File: config.mk
export PLATFORM = sky130hd
export DESIGN_NAME = sync_updown_counter
export DESIGN_NICKNAME = d
export VERILOG_FILES = /design/src/rtl/sync_updown_counter.sv
export SDC_FILE = /design/constraint.sdc
export NUM_CORES = 1
export LEC_CHECK = 0
export CORE_UTILIZATION = 51
export DETAILED_ROUTE_END_ITERATION = 16
export PLACE_DENSITY = 0.89
export SYNTH_ARGS = -nofsm -noshare
export SYNTH_HDL_FRONTEND = slang
export SYNTH_SLANG_ARGS = --single-unit
File: constraint.sdc
create_clock -name clk -period 2.91 [get_ports clk]
set_input_delay 0.291 -clock clk [delete_from_list [all_inputs] [get_ports clk]]
set_output_delay 0.291 -clock clk [all_outputs]
set_load 0.02 [all_outputs]
File: src/rtl/sync_updown_counter.sv
// sync_updown_counter: prescaled up/down counter with programmable modulus, wrap/saturate,
// parallel load, terminal-count pulse and sticky overflow flag.
module sync_updown_counter #(
  parameter int WID_COUNT = 6,
  parameter int WID_PRESCALE = 4
) (
  input  logic                    clk,
  input  logic                    rst_n,
  input  logic                    en,
  input  logic                    up,
  input  logic                    sat_mode,
  input  logic [WID_COUNT-1:0]    modulus,
  input  logic [WID_PRESCALE-1:0] prescale,
  input  logic                    load,
  input  logic [WID_COUNT-1:0]    load_val,
  input  logic                    clr_ovf,
  output logic [WID_COUNT-1:0]    result,
  output logic                    tc,
  output logic                    ovf
);
  logic [WID_PRESCALE-1:0] pre_cnt;
  logic                    tick;
  logic                    bnd;
  logic [WID_COUNT-1:0]    nxt;
  logic [WID_COUNT-1:0]    ld;
  always_comb begin
    tick = en && (pre_cnt >= prescale);
    ld   = (load_val > modulus) ? modulus : load_val;
    // boundaries are detected before stepping, so no step ever carries out
    bnd  = tick && (up ? (result >= modulus) : (result == '0));
    nxt  = up ? ((result >= modulus) ? (sat_mode ? modulus : '0) : result + 1'b1)
              : (result > modulus) ? modulus
              : (result == '0) ? (sat_mode ? '0 : modulus)
              : result - 1'b1;
  end
  always_ff @(posedge clk) begin
    if (!rst_n) begin
      result  <= '0;
      pre_cnt <= '0;
      tc      <= 1'b0;
      ovf     <= 1'b0;
    end else if (load) begin
      result  <= ld;
      pre_cnt <= '0;
      tc      <= 1'b0;
      ovf     <= ovf & ~clr_ovf;
    end else begin
      if (en) pre_cnt <= tick ? '0 : pre_cnt + 1'b1;
      if (tick) result <= nxt;
      tc  <= bnd;
      ovf <= bnd | (ovf & ~clr_ovf);
    end
  end
endmodule

==> metrics.md <==
| Metric | Value |
|---|---|
| Netlist cell types | 41 |
| Normalized max-slew margin | 64.4% |
| Asr flop ratio synth | 0% |
| Layout Utilization | 70.6% |
| Leakage power | 0.779 nW |
| Clock buffers created by TritonCTS | 3 |
| Outcome | completed |
| Routed Antenna Nets | 0 |
| Largest net degree at the start of global routing | 15 |
| Final hold vios | 0 |
| Avg Vias per Cell | 6.24 |
| Top post-synthesis cells by area | ha_1 (18%), dfxtp_1 (17%), o21ai_0 (6.7%), inv_1 (4.0%), nand2_1 (4.0%) |
| Path category of the worst min-delay check | flip-flop to flip-flop |
| Final global-route overflow total | 0 |
| Placeable core region | 2540 um2 |
| Most common library cell in the layout ignoring fill and taps | clkdlybuf4s50_1 |
| Post-route standard cell area excluding fillers | 1800 um2 |
| Fraction of layout instances using a drive strength above 1 | 10.2% |
| Synthesized netlist net count | 225 |
| Diode count | 0 |
| Global-route total usage across every layer | 31.6% |
| Post-synth EDFFs | 0 |
| Number of fillers in the final layout | 207 |
| Average cell area after synthesis | 7.74 um2 |
| Overall power after layout | 0.640 mW |
| Number of synthesized register bits | 12 |
| DRC violations left | 0 |
| Area growth from synthesis to layout | 27.6% |
| Leading area contributor after synthesis | ha_1 |
| TritonCTS clock tree | done |
| Sort of element at the end of the critical path | flip-flop |
| Largest fanout on the critical path | 5 |
| HPWL Detailed | 3160 um |
| Quantity of gates resized following cts | 0 |
| Final setup fails | 0 |
| Die outline height | 54.6 um |
| Area used by multi-input combinational logic | 1070 um2 |
| Sequential Area | 240 um2 |
| Data arrival time of the worst path | 2.71 ns |
| Global placement routability congestion | 0.912 |
| Number of antenna violations at the first check in global routing | 0 |
| Post-CTS clock slew at the launch and capture registers of the worst setup and hold paths | 0.09 ns |
| Final period demand of the worst path | 2.51 ns |
| Routed WL per cell | 16.3 um |
| Total clock sinks | 12 |
| Count of routing violations after the opening detailed-route iteration | 64 |
| DIE WIDTH | 54.6 um |
| Critical setup path kind | input pin to flip-flop |
| Clock insertion delay at the later pin of the skew report | 0.28 ns |
| Worst clock skew | 0.00702 ns |
| # H-tree levels | 1 |
| Maximum number of buffers from clock root to sink | 2 |
| Number of core rows | 18 |
| Fmax | 0.399 GHz |
| Leading register cell type out of synthesis | dfxtp_1 |
| Clk Tree Root Cell | clkbuf_4 |
| Number of buffers inserted to repair setup after CTS | 0 |
| Highest-count cells in the layout ignoring fill and taps | clkdlybuf4s50_1 (30), ha_1 (20), o21ai_0 (19) |
| Top Ports | 31 |
| WP data required | 3.12 ns |
| Warnings, synthesis | 0 |
| Fraction of synthesized cell area taken by the top area cell type | 17.8% |
| Largest voltage drop on the vdd net | 0.288 mV |
| Sum of negative setup slack | 0 ns |
| Final Net Count | 260 |
| Ratio of total power to cell area | 356 nW/um2 |
| Via count | 1535 |
| Syn Inst Count | 182 |
| Post-Syn Area | 1410 um2 |
| # Max-Cap Violations | 0 |
| Global-route wire length before repair | 6630 um |
| Pre-antenna DRT Iters | 4 |
| Wire length reported by the detailed router | 4010 um |
| Number of global-route vias before repair | 1475 |
| Unrepaired setup endpoints after global routing | false |
| Hold buffers post-CTS | 0 |
| Die footprint | 2980 um2 |
| Total of buffers placed on input and output ports | 30 |
| Proportion of synthesized chip area in sequential cells | 17.1% |
| Tcrit/Tclk final | 86.1% |
| Total cell area at the placement stage | 1760 um2 |
| Max-slew violation count | 0 |
| Startpoint class of the critical path | input pin |
| Effective utilization at floorplan | 55.4% |
| Actual transition at the worst max-transition pin | 0.532 ns |
## sequential cells by signal, summed over array words and instances (netlist names)
signal	cells
pre_cnt	4
ovf	1
result	6
tc	1
## synthesized netlist by cell type (3+ instances only)
master	n
a211oi_1	3
a21oi_1	10
a221o_1	4
a31oi_1	8
buf_2	3
clkbuf_1	3
dfxtp_1	12
ha_1	20
inv_1	15
mux2i_1	3
nand2_1	15
nand3_1	4
nor2_1	9
nor2b_1	3
nor3_1	4
nor3b_1	4
o21a_1	5
o21ai_0	19
xnor2_1	4
xor2_1	6
## report_power, final
group	switching [mW]	total, mW	internal (mW)
clock network	0.0618	0.138	0.0761
logic	0.167	0.316	0.150
registers	0.0121	0.186	0.174
## final timing paths
check	depth (start not counted)	slack (ns)	endpoint	startpoint
hold / removal	2	0.47	ovf$_SDFF_PN0_	ovf$_SDFF_PN0_
setup reg to reg	7	0.56	result[2]$_SDFFE_PN0P_	result[3]$_SDFFE_PN0P_
setup / recovery	9	0.40	result[2]$_SDFFE_PN0P_	modulus[5]
hold reg to reg	2	0.47	ovf$_SDFF_PN0_	ovf$_SDFF_PN0_
## worst max-delay path, cell delays in order
cell and delay, ns:
clkdlybuf4s50_1 0.52, inv_1 0.09, ha_1 0.33, a21oi_1 0.16
o21ai_1 0.17, a21oi_2 0.30, mux2_2 0.37, a221o_1 0.30
a31oi_1 0.18
## metal layers
metal	GRT usage, %	vias to the layer above	share of wire (%)
met2	55.1	73	49
met3	10.8	10	7.3
met5	0	-	0
met4	11.5	0	2.2
met1	35.0	726	42
li1	-	726	-
## cell type report
| class | instances | share of cell area, % |
|---|---|---|
| clock buffer | 4 | 2.02 |
| inverter | 15 | 3.13 |
| multi-input combinational | 148 | 59.8 |
| sequential | 12 | 13.4 |
| tap | 30 | 2.09 |
| timing repair buffer | 37 | 19.6 |
## stage by stage
stage               setup WS [ns]  cells  hold WS [ns]
CTS                         0.437    246         0.469
finish                      0.404    246         0.475
global route                0.197    246         0.489
floorplan                   0.466    182         0.392
detailed placement          0.150    242         0.455
global placement            0.264    242         0.449
## kinds of logic after synthesis
kind of cell | share of synthesized area (%)
DFF | 17.1
xor gates and xnor gates | 6.22
adders and majority gates | 17.8
and+or+nand+nor | 17.9
buffers and inverters | 6.66
AOI/OAI and AO/OA | 29.0
muxes | 5.33
Power figures use the tool's default switching activity.
